`config.mk`:
```
export PLATFORM = sky130hd
export DESIGN_NAME = vmicro16_uart_rx_apb
export DESIGN_NICKNAME = d
export VERILOG_FILES = /design/src/rtl/vmicro16_uart_rx_apb_pkg.sv /design/src/rtl/vmicro16_fifo.sv /design/src/rtl/vmicro16_uart_rx_apb.sv
export SDC_FILE = /design/constraint.sdc
export NUM_CORES = 1
export LEC_CHECK = 0
export BUFFER_PORTS_ARGS = -buffer_cell sky130_fd_sc_hd__buf_2
export CAP_MARGIN = 30
export CORE_UTILIZATION = 26
export CTS_BUF_LIST = sky130_fd_sc_hd__clkbuf_4 sky130_fd_sc_hd__clkbuf_8
export CTS_CLUSTER_DIAMETER = 120
export DETAILED_ROUTE_END_ITERATION = 7
export GPL_ROUTABILITY_DRIVEN = 0
export GPL_TIMING_DRIVEN = 0
export PLACE_DENSITY = 0.51
export SYNTH_ARGS = -nofsm -noshare
export SYNTH_HDL_FRONTEND = slang
export SYNTH_SLANG_ARGS = --single-unit
```
`constraint.sdc`:
```
create_clock -name clk -period 3.56 [get_ports clk]
set_input_delay 0.712 -clock clk [delete_from_list [all_inputs] [get_ports clk]]
set_output_delay 0.712 -clock clk [all_outputs]
set_load 0.02 [all_outputs]
```
`src/rtl/vmicro16_uart_rx_apb_pkg.sv`:
```
// Shared SoC configuration for the APB UART receiver: register offsets, STATUS
// bit positions, default bit period, receiver state encoding and STATUS packing.
package vmicro16_uart_rx_apb_pkg;

  localparam int DEFAULT_CLKS_PER_BIT = 868;

  localparam logic [1:0] REG_DATA   = 2'd0;
  localparam logic [1:0] REG_STATUS = 2'd1;
  localparam logic [1:0] REG_CLEAR  = 2'd2;

  localparam int STAT_NOT_EMPTY = 0;
  localparam int STAT_FULL      = 1;
  localparam int STAT_OVERRUN   = 2;
  localparam int STAT_FRAME     = 3;
  localparam int STAT_PARITY    = 4;
  localparam int STAT_COUNT_LSB = 8;
  localparam int STAT_COUNT_W   = 7;

  typedef enum logic [2:0] {
    RX_IDLE,
    RX_START,
    RX_DATA,
    RX_PARITY,
    RX_STOP,
    RX_WAIT_HIGH
  } rx_state_t;

  typedef struct packed {
    logic parity;
    logic frame;
    logic overrun;
  } sticky_t;

  function automatic logic [15:0] pack_status(
    input logic                    not_empty,
    input logic                    full,
    input sticky_t                 flags,
    input logic [STAT_COUNT_W-1:0] count
  );
    logic [15:0] s;
    s = '0;
    s[STAT_NOT_EMPTY] = not_empty;
    s[STAT_FULL]      = full;
    s[STAT_OVERRUN]   = flags.overrun;
    s[STAT_FRAME]     = flags.frame;
    s[STAT_PARITY]    = flags.parity;
    s[STAT_COUNT_LSB +: STAT_COUNT_W] = count;
    return s;
  endfunction

endpackage

```
`src/rtl/vmicro16_fifo.sv`:
```
// Synchronous FIFO; a pop on a full FIFO frees the slot so a simultaneous push
// is accepted. Pop on empty and push on full (without pop) are ignored.
module vmicro16_fifo #(
  parameter int WIDTH = 8,
  parameter int DEPTH = 8,
  localparam int AW = $clog2(DEPTH)
) (
  input  logic             clk,
  input  logic             reset,
  input  logic             push,
  input  logic             pop,
  input  logic [WIDTH-1:0] din,
  output logic [WIDTH-1:0] dout,
  output logic             full,
  output logic             empty,
  output logic [AW:0]      count
);

  logic [WIDTH-1:0] mem_q [DEPTH];
  logic [AW-1:0]    wr_ptr_q, wr_ptr_d;
  logic [AW-1:0]    rd_ptr_q, rd_ptr_d;
  logic [AW:0]      count_q, count_d;
  logic             push_ok, pop_ok;

  assign empty   = (count_q == '0);
  assign full    = (count_q == (AW+1)'(DEPTH));
  assign count   = count_q;
  assign dout    = mem_q[rd_ptr_q];
  assign pop_ok  = pop & ~empty;
  assign push_ok = push & (~full | pop_ok);

  // NOTE: every signal written in always_comb gets a default first so no path leaves it unassigned (no latch).
  always_comb begin
    wr_ptr_d = wr_ptr_q;
    rd_ptr_d = rd_ptr_q;
    count_d  = count_q;
    if (push_ok) wr_ptr_d = wr_ptr_q + AW'(1);
    if (pop_ok)  rd_ptr_d = rd_ptr_q + AW'(1);
    if (push_ok && !pop_ok)      count_d = count_q + (AW+1)'(1);
    else if (pop_ok && !push_ok) count_d = count_q - (AW+1)'(1);
  end

  // NOTE: sequential state uses non-blocking assignments so all flops update from pre-edge values.
  always_ff @(posedge clk) begin
    if (reset) begin
      wr_ptr_q <= '0;
      rd_ptr_q <= '0;
      count_q  <= '0;
    end else begin
      wr_ptr_q <= wr_ptr_d;
      rd_ptr_q <= rd_ptr_d;
      count_q  <= count_d;
    end
  end

  // NOTE: storage is deliberately not reset; the pointers and count define which entries are valid.
  always_ff @(posedge clk) begin
    if (push_ok) mem_q[wr_ptr_q] <= din;
  end

endmodule

```
`src/rtl/vmicro16_uart_rx_apb.sv`:
```
// APB slave UART receiver (8 data bits, 1 stop bit) with receive FIFO and sticky
// error flags. Define APB_UART_RX_PARITY_EN to receive one even-parity bit.
module vmicro16_uart_rx_apb
  import vmicro16_uart_rx_apb_pkg::*;
#(
  parameter int BUS_WIDTH    = 16,
  parameter int CLKS_PER_BIT = DEFAULT_CLKS_PER_BIT,
  parameter int FIFO_DEPTH   = 8
) (
  input  logic                 clk,
  input  logic                 reset,
  input  logic [BUS_WIDTH-1:0] S_PADDR,
  input  logic                 S_PWRITE,
  input  logic                 S_PSELx,
  input  logic                 S_PENABLE,
  input  logic [BUS_WIDTH-1:0] S_PWDATA,
  output logic [BUS_WIDTH-1:0] S_PRDATA,
  output logic                 S_PREADY,
  input  logic                 rx_wire
);

  localparam int AW    = $clog2(FIFO_DEPTH);
  localparam int CNT_W = $clog2(CLKS_PER_BIT);
  localparam logic [CNT_W-1:0] BIT_LAST  = CNT_W'(CLKS_PER_BIT - 1);
  localparam logic [CNT_W-1:0] HALF_LAST = CNT_W'(CLKS_PER_BIT / 2 - 1);

  rx_state_t        state_q, state_d;
  logic [1:0]       sync_q, sync_d;
  logic [CNT_W-1:0] cnt_q, cnt_d;
  logic [2:0]       bit_q, bit_d;
  logic [7:0]       shift_q, shift_d;
  logic             par_bad_q, par_bad_d;
  sticky_t          flags_q, flags_d;

  logic             rx_s;
  logic             bit_done;
  logic             rx_push, frame_set, parity_set, overrun_set;
  logic             apb_access, apb_pop, apb_clear;
  logic [7:0]       fifo_dout;
  logic             fifo_full, fifo_empty;
  logic [AW:0]      fifo_count;
  logic [15:0]      status;
  logic             unused_bits;

  assign sync_d   = {sync_q[0], rx_wire};
  assign rx_s     = sync_q[1];
  assign bit_done = (cnt_q == BIT_LAST);

  // Receiver FSM: all sample points are at bit centres, timed from the start-bit midpoint.
  always_comb begin
    state_d    = state_q;
    cnt_d      = cnt_q;
    bit_d      = bit_q;
    shift_d    = shift_q;
    par_bad_d  = par_bad_q;
    rx_push    = 1'b0;
    frame_set  = 1'b0;
    parity_set = 1'b0;
    case (state_q)
      RX_IDLE: begin
        cnt_d = '0;
        if (!rx_s) state_d = RX_START;
      end
      RX_START: begin
        if (cnt_q == HALF_LAST) begin
          cnt_d     = '0;
          bit_d     = '0;
          par_bad_d = 1'b0;
          state_d   = rx_s ? RX_IDLE : RX_DATA;
        end else begin
          cnt_d = cnt_q + CNT_W'(1);
        end
      end
      RX_DATA: begin
        cnt_d = bit_done ? '0 : cnt_q + CNT_W'(1);
        if (bit_done) begin
          shift_d = {rx_s, shift_q[7:1]};
          bit_d   = bit_q + 3'd1;
          if (bit_q == 3'd7) begin
`ifdef APB_UART_RX_PARITY_EN
            state_d = RX_PARITY;
`else
            state_d = RX_STOP;
`endif
          end
        end
      end
`ifdef APB_UART_RX_PARITY_EN
      RX_PARITY: begin
        cnt_d = bit_done ? '0 : cnt_q + CNT_W'(1);
        if (bit_done) begin
          // Even parity: the parity bit equals the XOR of the data bits.
          par_bad_d  = (rx_s != ^shift_q);
          parity_set = (rx_s != ^shift_q);
          state_d    = RX_STOP;
        end
      end
`endif
      RX_STOP: begin
        cnt_d = bit_done ? '0 : cnt_q + CNT_W'(1);
        if (bit_done) begin
          if (rx_s) begin
            rx_push = ~par_bad_q;
            state_d = RX_IDLE;
          end else begin
            frame_set = 1'b1;
            state_d   = RX_WAIT_HIGH;
          end
        end
      end
      RX_WAIT_HIGH: begin
        if (rx_s) state_d = RX_IDLE;
      end
      default: state_d = RX_IDLE;
    endcase
  end

  // APB decode: zero wait states, pop only in the access phase of a DATA read.
  assign apb_access = S_PSELx & S_PENABLE;
  assign S_PREADY   = apb_access;
  assign apb_pop    = apb_access & ~S_PWRITE & (S_PADDR[1:0] == REG_DATA) & ~reset;
  assign apb_clear  = apb_access & S_PWRITE & (S_PADDR[1:0] == REG_CLEAR);

  // A full FIFO only drops the byte when no pop frees a slot in the same cycle.
  assign overrun_set = rx_push & fifo_full & ~apb_pop;

  // Sticky flags: a set in the same cycle as a CLEAR wins.
  always_comb begin
    flags_d.overrun = overrun_set |
                      (flags_q.overrun & ~(apb_clear & S_PWDATA[STAT_OVERRUN]));
    flags_d.frame   = frame_set |
                      (flags_q.frame & ~(apb_clear & S_PWDATA[STAT_FRAME]));
`ifdef APB_UART_RX_PARITY_EN
    flags_d.parity  = parity_set |
                      (flags_q.parity & ~(apb_clear & S_PWDATA[STAT_PARITY]));
`else
    flags_d.parity  = parity_set;
`endif
  end

  always_ff @(posedge clk) begin
    if (reset) begin
      state_q   <= RX_IDLE;
      sync_q    <= 2'b11;
      cnt_q     <= '0;
      bit_q     <= '0;
      shift_q   <= '0;
      par_bad_q <= 1'b0;
      flags_q   <= '0;
    end else begin
      state_q   <= state_d;
      sync_q    <= sync_d;
      cnt_q     <= cnt_d;
      bit_q     <= bit_d;
      shift_q   <= shift_d;
      par_bad_q <= par_bad_d;
      flags_q   <= flags_d;
    end
  end

  vmicro16_fifo #(
    .WIDTH (8),
    .DEPTH (FIFO_DEPTH)
  ) u_fifo (
    .clk   (clk),
    .reset (reset),
    .push  (rx_push),
    .pop   (apb_pop),
    .din   (shift_q),
    .dout  (fifo_dout),
    .full  (fifo_full),
    .empty (fifo_empty),
    .count (fifo_count)
  );

  assign status = pack_status(~fifo_empty, fifo_full, flags_q,
                              STAT_COUNT_W'(fifo_count));

  // Read mux is zero whenever the slave is not selected so buses can OR slaves together.
  always_comb begin
    S_PRDATA = '0;
    if (S_PSELx) begin
      case (S_PADDR[1:0])
        REG_DATA:   if (!reset && !fifo_empty) S_PRDATA = BUS_WIDTH'({8'h00, fifo_dout});
        REG_STATUS: S_PRDATA = BUS_WIDTH'(status);
        default:    S_PRDATA = '0;
      endcase
    end
  end

  assign unused_bits = ^{S_PADDR, S_PWDATA};

endmodule
```
* After elaboration in Yosys (flattened, before gate mapping)
Memories as Yosys holds them, arrays and structs flattened. A register that Yosys moved wholly into a read port is not among the register bits.
Cells that the tools add are included.
** Operators by class
- Bitwise gates (word level) :: 24
- Add/sub/neg operators :: 6
- Mux-type cells :: 30
- Eq/ne operators :: 16
- Reductions and logical operators :: 17
** Operators by type and width (number)
- $mux 3 :: 11
- $pmux 16 s2 :: 1
- $pmux 10 s3 :: 1
- $mux 10 :: 2
- $mux 16 :: 1
- $pmux 3 s5 :: 1
- $and 1x1->1 :: 14
- $ne 2x2->1 const B :: 6
- $add 10x1->10 const B :: 1
- $eq 10x10->1 const B :: 1
- $eq 10x9->1 const B :: 1
- $add 3x1->3 const B :: 3
- $eq 3x3->1 const B :: 3
- $mux 1 :: 8
- $mux 4 :: 2
- $mux 8 :: 1
- $not 1->1 :: 7
- $pmux 3 s2 :: 1
- $reduce_and 6->1 :: 1
- $add 4x1->4 const B :: 1
- $eq 4x4->1 const B :: 1
- $logic_not 1->1 :: 4
- $logic_not 4->1 :: 1
- $reduce_bool 2->1 :: 2
- 14 further kinds :: 18
** Storage, ports and cells
- Memory bits (writable) :: 64
- Register bits after elaboration :: 39
- Word-level logic and storage cells :: 105
- Memories kept :: 1
** Memory list
- u_fifo.mem_q :: depth 8, bits a word 8, read ports 1, clocked after Yosys merged registers in 1, wr ports 1, line vmicro16_fifo.sv:19 : logic [WIDTH-1:0] mem_q [DEPTH];

* Depth between registers and ports, before layout
Gate-level depths: netlist (run 1).
- Depth after elaboration :: 11
- Mapped depth :: 13
- Depth with buffers taken out :: 13

* Modules after synthesis
A second synthesis (run 1) with hierarchy kept.
** Unflattened totals
- Cell total of the unflattened synthesis :: 367
- Area total of the unflattened synthesis :: 4650.7 um2
** Modules (own cells, without submodules)
- vmicro16_fifo :: cells an instance 166, instances 1, area each 3064.2 um2
- vmicro16_uart_rx_apb :: cells an instance 201, instances 1, area each 1586.5 um2

* Worst setup path after synthesis (run 1)
OpenSTA, ideal clock, no wires.
- Path type :: input to register
- Start :: in S_PADDR[0]
- End :: reg u_fifo.count_q[3] (netlist: u_fifo.count[3])
- Stages on the path :: 13
- Required time :: 3.490 ns
- Buffers on the path :: 1
- Arrival time :: 3.346 ns
- Slack :: 0.144 ns
- Setup time :: 0.070 ns
- Cells stage by stage :: buf_6 -> or3_4 -> o311a_1 -> or3_4 -> inv_1 -> ha_1 -> inv_1 -> ha_1 -> a21o_1 -> a21oi_1 -> xnor2_1 -> or3_1 -> a21oi_1
** On the way
- Longest elaborated chain between the ends :: 9
- Elaborated cells on any way between the ends :: 12
- Those cells by class :: mux: 1; bitwise: 5; reduce/logical: 6
** Ends and longest elaborated chain
- from (decl) :: line vmicro16_uart_rx_apb.sv:12 : input logic [BUS_WIDTH-1:0] S_PADDR,
- $logic_not 2->1 * :: line vmicro16_uart_rx_apb.sv:121 : assign apb_pop = apb_access & ~S_PWRITE & (S_PADDR[1:0] == REG_DATA) & ~reset;
- $and 1x1->1 * (2 in series) :: line vmicro16_uart_rx_apb.sv:121
- $and 1x1->1 * :: line vmicro16_fifo.sv:29 : assign pop_ok = pop & ~empty;
- $or 1x1->1 * :: line vmicro16_fifo.sv:30 : assign push_ok = push & (~full | pop_ok);
- $and 1x1->1 * :: line vmicro16_fifo.sv:30
- net u_fifo.push_ok :: line vmicro16_fifo.sv:23 : logic push_ok, pop_ok;
- $logic_not 1->1 :: line vmicro16_fifo.sv:40 : else if (pop_ok && !push_ok) count_d = count_q - (AW+1)'(1);
- $logic_and 1x1->1 :: line vmicro16_fifo.sv:40
- $reduce_bool 2->1 (no source line)
- to (signal assigned) :: line vmicro16_fifo.sv:52 : count_q <= count_d;
- to (decl) :: line vmicro16_fifo.sv:22 : logic [AW:0] count_q, count_d;
Mark *: on every way through the listed nets, which the timed path passes. The rest lies on a longest branch.
A chain may end at the register's enable or synchronous reset.

==> impl_metrics.tcl, run 1 <==
set metrics [dict create \
    status "completed" \
    antenna_found_initial 0 \
    period_needed_ns 3.321 \
    final_common_cell "edfxtp_1" \
    required_ns 2.85 \
    drv_slew 0 \
    grt_max_degree 20 \
    grt_usage 0.1109 \
    netlist_area_um2 4619 \
    seqCellArea_um2 2744 \
    cts_made_buffers 9 \
    cts.htree.levels 3 \
    hold_ws_ns 0.4151 \
    area_growth_pct 13.57 \
    io_pins 55 \
    stdcell_area_um2 5246 \
    num_antenna_cells 0 \
    final_layout_size_suffix_gt1_frac 0.2067 \
    end_kind "output pin" \
    synth_edf_count 64 \
    clk_pin_slew_worst_paths_ns 0.10 \
    synth-seq-cells 105 \
    final_cells 641 \
    hold_viol_final 0 \
    dp_hpwl_um 6690 \
    finalClockSkew_ns 0.01855 \
    dp_cells 624 \
    chipHeight_um 135.3 \
    ys_warn_count 0 \
    ant_nets 0 \
    max_cap_violations 0 \
    worst_pin_slew_ns 0.9227 \
    nets 459 \
    clock_latency_ns 0.37 \
    dr.pass1.iters 4 \
    ctsHoldBuffers 0 \
    grt_pass1_wl_um 15310 \
    grt_overflow 0 \
    port_buffers 21 \
    crit_type "register to output pin" \
    ys_seq_area_frac 0.5937 \
    crit_slowest_cell "buf_1" \
    finalWirelength_um 9610 \
    synthArstFlopShare 0 \
    drtIter0Drc 198 \
    cts_max_path_buffers 2 \
    hold_class "register to register" \
    core-area_um2 17300 \
    vdd_drop_max_mv 0.1885 \
    timing.fmax_mhz 301.1 \
    crit_path_max_incr_delay_ns 0.51 \
    rsz0062_at_grt "false" \
    fin_crit_sh 0.9328 \
    multi_input_area_um2 1745 \
    syn_inst 375 \
    cts_tree "built" \
    num_rows 48 \
    grt_pass1_vias 2930 \
    wl_per_cell_um 14.99 \
    leakage_uw 0.001742 \
    die_width_um 135.3 \
    synth_cell_types 56 \
    post-route-drc-count 0 \
    p_total_uw 2113 \
    fillers 1762 \
    cts-root-buf "clkbuf_8" \
    clock-sinks 105 \
    crit_chain "clkbuf_1 > buf_1 > mux4_2 > mux2i_1 > nor2_1 > a21oi_1 > nor2_1 > buf_2" \
    synthFlopType "edfxtp_1" \
    postPlaceCellArea_um2 5022 \
    final_cell_mix "64 x edfxtp_1, 40 x dfxtp_1, 36 x nand2_1, 36 x nor2_1, 27 x buf_2" \
    setup_viol 0 \
    worst-path-max-fanout 10 \
    start_kind "register" \
    maxSlewHeadroom 0.3826 \
    cp_common_cell "nor2_1" \
    initial_core_util 0.2671 \
    cp.arrival_ns 2.61 \
    num_vias 2954 \
    vias_per_cell 4.608 \
    die-area_um2 18300 \
    avgSynthCellArea_um2 12.32 \
    power_density_nw_per_um2 402.7 \
]
cell families after synthesis:
kind of cell    count (synthesis)  synth area share
simple gates                  144            0.1628
flops                         105            0.5937
compound gates                 49           0.06581
buf+inv                        32           0.03250
mux                            28            0.1043
fa+ha+maj                      10           0.02871
xor+xnor                        6           0.01138
other cells                     1         0.0008118
report_power, final:
part / switching [µW] / internal (µW) / total, µW / leakage, µW
clock: 429 / 351 / 780 / 0.000110
sequential: 2.17 / 1280 / 1280 / 0.000924
combinational: 37.0 / 18.5 / 55.5 / 0.000709
metrics by stage:
step	worst slack [ns]	TNS, ns	util
final	0.2393	0	0.3033
after global routing	0.0005869	0	0.3033
after CTS	0.1172	0	0.3027
after detailed placement	-0.1245	-0.1245	0.2904
after global placement	-0.2645	-2.158	0.2901
after floorplan	0.1439	0	-
sequential cells by signal (all words and copies together), names as in the netlist, named ones only:
name             count
shift_q              8
bit_q                3
u_fifo.wr_ptr_q      3
cnt_q               10
flags_q              2
u_fifo.count         4
u_fifo.rd_ptr_q      3
sync_q               2
state_q              3
u_fifo.mem_q        64
area by class of cell:
cell class | count | area share
flip-flops and latches | 105 | 0.5230
multi-input cells | 241 | 0.3327
well taps | 225 | 0.05366
clock buffers | 10 | 0.02504
repair buffers | 22 | 0.02146
plain buffers | 22 | 0.02146
clock inverters | 6 | 0.01550
inverters | 10 | 0.007155
routing by layer:
layer  vias to the layer above  part of all wire  global-route usage
met5                         -                 0                   0
met4                         0             0.012             0.03620
met3                         8             0.028             0.02694
met2                        42              0.49              0.1863
met1                      1450              0.47              0.1391
li1                       1454                 -                   -
critical path: cells and delay by family, from the launching register on:
| family | cells | cell delay, ns |
|---|---|---|
| DFF | 1 | 0.32 |
| and+or+nand+nor | 2 | 0.13 |
| AOI/OAI and AO/OA | 1 | 0.13 |
| buffers and inverters | 3 | 1.02 |
| muxes | 2 | 0.65 |
synthesized netlist by cell type, drive strengths merged, types with 2 or more instances:
master / instances / area, µm²
edfxtp: 64 / 1922
nor3: 6 / 35.03
xnor2: 4 / 35.03
nand2: 36 / 135.1
dfxtp: 41 / 820.8
nor4: 3 / 25.02
o21ai: 5 / 25.02
a21o: 2 / 15.01
a22oi: 2 / 15.01
a211oi: 2 / 15.01
o211ai: 2 / 15.01
or3: 11 / 78.82
ha: 9 / 112.6
nand3b: 3 / 22.52
or2: 7 / 46.30
inv: 10 / 37.54
and3: 4 / 30.03
mux2i: 11 / 110.1
o41ai: 2 / 17.52
a21oi: 21 / 105.1
a31oi: 10 / 68.81
buf: 12 / 75.07
nand4: 2 / 12.51
clkbuf: 10 / 37.54
mux4: 16 / 360.4
nor2: 36 / 135.1
or4: 2 / 18.77
xor2: 2 / 17.52
nand3: 19 / 95.09
nand2b: 7 / 51.30
path summary, 6_finish.rpt:
path / startpoint / end / slack [ns] / depth (start not counted)
setup / recovery: register / S_PRDATA[2] / 0.24 / 8
hold / removal: sync_q[0] / sync_q[1] / 0.42 / 1
setup reg to reg: cnt_q[1] / u_fifo.count[3] / 0.25 / 13
hold reg to reg: sync_q[0] / sync_q[1] / 0.42 / 1
repair_timing:
action                     4_1_cts  5_1_grt
gates resized for setup          0        3
buffers inserted                 0        0
setup endpoints to repair        0        2
Power figures use the tool's default switching activity.
==> run 2, diff against run 1 <==
--- a/config.mk
+++ b/config.mk
@@ -7,13 +7,13 @@
 export LEC_CHECK = 0
 export BUFFER_PORTS_ARGS = -buffer_cell sky130_fd_sc_hd__buf_2
 export CAP_MARGIN = 30
-export CORE_UTILIZATION = 26
+export CORE_UTILIZATION = 52
 export CTS_BUF_LIST = sky130_fd_sc_hd__clkbuf_4 sky130_fd_sc_hd__clkbuf_8
 export CTS_CLUSTER_DIAMETER = 120
 export DETAILED_ROUTE_END_ITERATION = 7
 export GPL_ROUTABILITY_DRIVEN = 0
 export GPL_TIMING_DRIVEN = 0
-export PLACE_DENSITY = 0.51
+export PLACE_DENSITY = 0.83
 export SYNTH_ARGS = -nofsm -noshare
 export SYNTH_HDL_FRONTEND = slang
 export SYNTH_SLANG_ARGS = --single-unit
==> impl_metrics.tcl, run 2 (synthesized netlist as in run 1, its figures left out) <==
set metrics [dict create \
    num_vias 2984 \
    r2r_slack_ns 0.29 \
    vias_per_cell 5.706 \
    ctsHoldBuffers 0 \
    largest_registers "u_fifo.mem_q x64, cnt_q x10, shift_q x8" \
    clock_latency_ns 0.35 \
    grt_usage 0.1929 \
    p_total_uw 1955 \
    end_kind "register" \
    hold_ws_ns 0.4235 \
    drtIter0Drc 136 \
    cp.arrival_ns 3.56 \
    drv_slew 0 \
    status "completed" \
    dp_hpwl_um 5933 \
    chipHeight_um 96.25 \
    grt_pass1_vias 2791 \
    cts.htree.levels 3 \
    setup_ws_ns 0.2784 \
    required_ns 3.84 \
    period_needed_ns 3.282 \
    rsz0062_at_grt "false" \
    cts_tree "built" \
    cts_max_path_buffers 2 \
    crit_type "input port to register" \
    grt_overflow 0 \
    setup_viol 0 \
    vdd_drop_max_mv 0.2021 \
    top_register "u_fifo.mem_q" \
    cp-startpoint "S_PADDR[1]" \
    antenna_found_initial 0 \
    final_cells 523 \
    crit_end "u_fifo.count[3]" \
    start_kind "input port" \
    cts-root-buf "clkbuf_8" \
    maxSlewHeadroom 0.4528 \
    pre_cts_slack_ns -0.07533 \
    crit_path_max_incr_delay_ns 0.44 \
    cts_made_buffers 9 \
    crit_cells 13 \
    core-area_um2 8678 \
    worst_pin_slew_ns 0.8178 \
    die_width_um 96.25 \
    final_cell_mix "64 x edfxtp_1, 40 x dfxtp_1, 36 x nand2_1, 36 x nor2_1, 27 x buf_2" \
    r2r_end "u_fifo.count[3]" \
    grt_pass1_wl_um 13230 \
    clock-sinks 105 \
    area_growth_pct 9.399 \
    max_cap_violations 0 \
    timing.fmax_mhz 304.7 \
    crit_buf_inv 3 \
    grt_max_degree 17 \
    nets 458 \
    worst-path-max-fanout 5 \
    largest_register_ffs 64 \
    final_common_cell "edfxtp_1" \
    finalWirelength_um 8402 \
    leakage_uw 0.001712 \
    clk_pin_slew_worst_paths_ns 0.10 \
    hold_class "register to register" \
    wl_per_cell_um 16.07 \
    fillers 701 \
    dp_cells 508 \
    power_density_nw_per_um2 386.8 \
    initial_core_util 0.5323 \
    final.setup.tns_ns 0 \
    ant_nets 0 \
    post-route-drc-count 0 \
    critPathTopFamily "simple AND/OR/NAND/NOR gates" \
    reg2reg_from "cnt_q[1]" \
    r2r_cells 13 \
    final_layout_size_suffix_gt1_frac 0.2000 \
    port_buffers 21 \
    io_pins 55 \
    fin_crit_sh 0.9218 \
    hold_viol_final 0 \
    finalClockSkew_ns 0.01702 \
    num_rows 34 \
    post_cts_buffers 0 \
    crit_slowest_cell "or3_4" \
    crit_chain "buf_2 > or3_4 > o311a_1 > or3_4 > inv_1 > ha_1 > inv_1 > ha_1 > a21o_1 > a21oi_1 > xnor2_1 > or3_1 > a21oi_1" \
    num_antenna_cells 0 \
    dr.pass1.iters 4 \
    die-area_um2 9264 \
]
-- run 2: worst register-to-register path: stages, from the launching register on --
cell and delay (ns):
dfxtp_1 0.43, ha_4 0.19, nand4b_1 0.11, or4_4 0.52
or3_4 0.42, inv_1 0.07, ha_1 0.18, inv_1 0.09
ha_1 0.28, a21o_1 0.18, a21oi_1 0.18, xnor2_1 0.09
or3_1 0.31, a21oi_1 0.15
-- run 2: worst min path at each step --
stage	cells past startpoint	startpoint	slack, ns	end
2_1_floorplan	1	sync_q[0]	0.39	sync_q[1]
3_3_place_gp	1	sync_q[0]	0.39	sync_q[1]
3_5_place_dp	1	sync_q[0]	0.40	sync_q[1]
4_1_cts	1	sync_q[0]	0.42	sync_q[1]
5_1_grt	1	sync_q[0]	0.44	sync_q[1]
6_report	1	sync_q[0]	0.42	sync_q[1]
-- run 2: per-layer routing --
layer	GRT usage	vias up	share of wire
met5	0	-	0
met4	0.06343	0	0.015
met3	0.04265	12	0.047
met2	0.3333	82	0.51
met1	0.2385	1447	0.43
li1	-	1443	-
-- run 2: timing repair --
action / CTS / global route
gates resized for setup: 0 / 3
hold endpoints to repair: 0 / 0
setup endpoints to repair: 0 / 1
-- run 2: power by group --
group          total (µW)  internal, µW  switching, µW  leakage [µW]
clock network         622           258            365     0.0000849
logic                54.5          18.5           36.0      0.000703
registers            1280          1280           2.48      0.000924
total                1950          1550            403       0.00171
-- run 2: stage by stage --
| step | area (µm²) | util |
|---|---|---|
| final | 5054 | 0.5823 |
| after CTS | 5044 | 0.5812 |
| after detailed placement | 4878 | 0.5621 |
| after global placement | 4871 | 0.5613 |
| after global routing | 5054 | 0.5823 |
| after floorplan | 4631 | - |
-- run 2: layout make-up --
class	count	area [µm²]	area share
inverters	10	37.54	0.007428
plain buffers	21	108.9	0.02154
clock inverters	6	33.78	0.006685
well taps	108	135.1	0.02674
clock buffers	10	131.4	0.02600
repair buffers	22	112.6	0.02228
flip-flops and latches	105	2744	0.5430
multi-input cells	241	1750	0.3464
==> run 3, diff against run 2 <==
--- a/config.mk
+++ b/config.mk
@@ -13,7 +13,8 @@
 export DETAILED_ROUTE_END_ITERATION = 7
 export GPL_ROUTABILITY_DRIVEN = 0
 export GPL_TIMING_DRIVEN = 0
-export PLACE_DENSITY = 0.83
+export PLACE_DENSITY = 0.75
+export SKIP_LAST_GASP = 1
 export SYNTH_ARGS = -nofsm -noshare
 export SYNTH_HDL_FRONTEND = slang
 export SYNTH_SLANG_ARGS = --single-unit
==> impl_metrics.tcl, run 3 (synthesized netlist as in run 1, its figures left out) <==
set metrics [dict create \
    max_cap_violations 0 \
    nets 459 \
    clock_latency_ns 0.36 \
    highest_layer "met4" \
    num_antenna_cells 0 \
    setup_ws_ns 0.2134 \
    maxSlewHeadroom 0.3981 \
    multi_input_area_um2 1738 \
    grt_overflow 0 \
    period_needed_ns 3.347 \
    cp.arrival_ns 3.63 \
    required_ns 3.85 \
    io_pins 55 \
    vdd_drop_max_mv 0.1764 \
    grt_pass1_vias 2743 \
    top_register "u_fifo.mem_q" \
    grt_usage 0.2059 \
    area_growth_pct 9.643 \
    end_kind "register" \
    num_vias 2998 \
    leakage_uw 0.001723 \
    cts_tree "built" \
    largest_register_ffs 64 \
    vias_per_cell 5.721 \
    fillers 721 \
    post_cts_buffers 0 \
    dr.pass1.iters 4 \
    wl_met2_um 4438 \
    cts_made_buffers 9 \
    grt_pass1_wl_um 13890 \
    crit_end "u_fifo.count[3]" \
    status "completed" \
    fin_crit_sh 0.9401 \
    grt_max_degree 20 \
    ant_nets 0 \
    finalWirelength_um 8694 \
    pre_cts_slack_ns -0.08052 \
    ctsHoldBuffers 0 \
    finalClockSkew_ns 0.02256 \
    cts_max_path_buffers 2 \
    reg2reg_from "cnt_q[0]" \
    port_buffers 21 \
    final.setup.tns_ns 0 \
    rsz0062_at_grt "false" \
    num_rows 34 \
    die-area_um2 9264 \
    r2r_end "u_fifo.count[3]" \
    clock-sinks 105 \
    wl_per_cell_um 16.59 \
    chipHeight_um 96.25 \
    crit_type "register to register" \
    initial_core_util 0.5323 \
    final_common_cell "edfxtp_1" \
    post-route-drc-count 0 \
    final_cell_mix "64 x edfxtp_1, 41 x dfxtp_1, 36 x nand2_1, 36 x nor2_1, 27 x buf_2" \
    final_layout_size_suffix_gt1_frac 0.1995 \
    cts_resized 0 \
    seqCellArea_um2 2743 \
    die_width_um 96.25 \
    drv_slew 0 \
    final_cells 524 \
    worst-path-max-fanout 5 \
    r2r_cells 13 \
    dp_cells 508 \
    hold_class "register to register" \
    clk_pin_slew_worst_paths_ns 0.12 \
    largest_registers "u_fifo.mem_q x64, cnt_q x10, shift_q x8" \
    setup_viol 0 \
    cts-root-buf "clkbuf_8" \
    dp_hpwl_um 6140 \
    worst_pin_slew_ns 0.8996 \
    timing.fmax_mhz 298.8 \
    core-area_um2 8678 \
    r2r_slack_ns 0.21 \
    power_density_nw_per_um2 399.4 \
    cp-startpoint "cnt_q[0]" \
    routedLengthMet1_um 3699 \
    antenna_found_initial 0 \
    start_kind "register" \
    hold_viol_final 0 \
    wl_met3_um 452 \
    drtIter0Drc 146 \
    cts.htree.levels 3 \
]
run 3: worst min-delay path by stage:
| stage | startpoint | end | slack [ns] | cells after the start |
|---|---|---|---|---|
| detailed placement | sync_q[0] | sync_q[1] | 0.40 | 1 |
| finish | sync_q[0] | sync_q[1] | 0.43 | 1 |
| floorplan | sync_q[0] | sync_q[1] | 0.39 | 1 |
| global placement | sync_q[0] | sync_q[1] | 0.39 | 1 |
| global route | sync_q[0] | sync_q[1] | 0.44 | 1 |
| CTS | sync_q[0] | sync_q[1] | 0.43 | 1 |
run 3: layer usage:
metal,global-route usage,up-vias
li1,-,1452
met2,0.3422,78
met4,0.06965,0
met5,0,-
met3,0.04265,6
met1,0.2679,1462
run 3: cell type report:
cell class	count	area share
Timing Repair Buffer	22	0.02223
Multi-Input combinational cell	241	0.3431
Sequential cell	105	0.5415
Buffer	22	0.02223
Clock inverter	7	0.01235
Inverter	10	0.007411
Tap cell	108	0.02668
Clock buffer	9	0.02446
run 3: metrics by stage:
stage	hold WS (ns)	total power, µW	util	instance area, µm²
3_5_place_dp	0.4039	1360	0.5621	4878
5_1_grt	0.4414	2102	0.5836	5065
4_1_cts	0.4309	2038	0.5836	5065
3_3_place_gp	0.3914	1358	0.5613	4871
6_report	0.4283	2023	0.5836	5065
2_1_floorplan	0.3895	1342	-	4631
run 3: critical path, stage by stage, from the launching register on:
cell and delay (ns):
dfxtp_1 0.42, ha_1 0.28, nand4b_1 0.12, or4_4 0.52, or3_4 0.42, inv_1 0.08, ha_1 0.18, inv_1 0.09
ha_1 0.27, a21o_1 0.17, a21oi_1 0.17, xnor2_1 0.10, or3_1 0.31, a21oi_1 0.14
run 3: power breakdown:
group | leakage, µW | total, µW | internal [µW] | switching, µW
registers | 0.000923 | 1280 | 1280 | 2.13
logic | 0.000707 | 55.2 | 18.6 | 36.6
clock network | 0.0000923 | 690 | 268 | 422
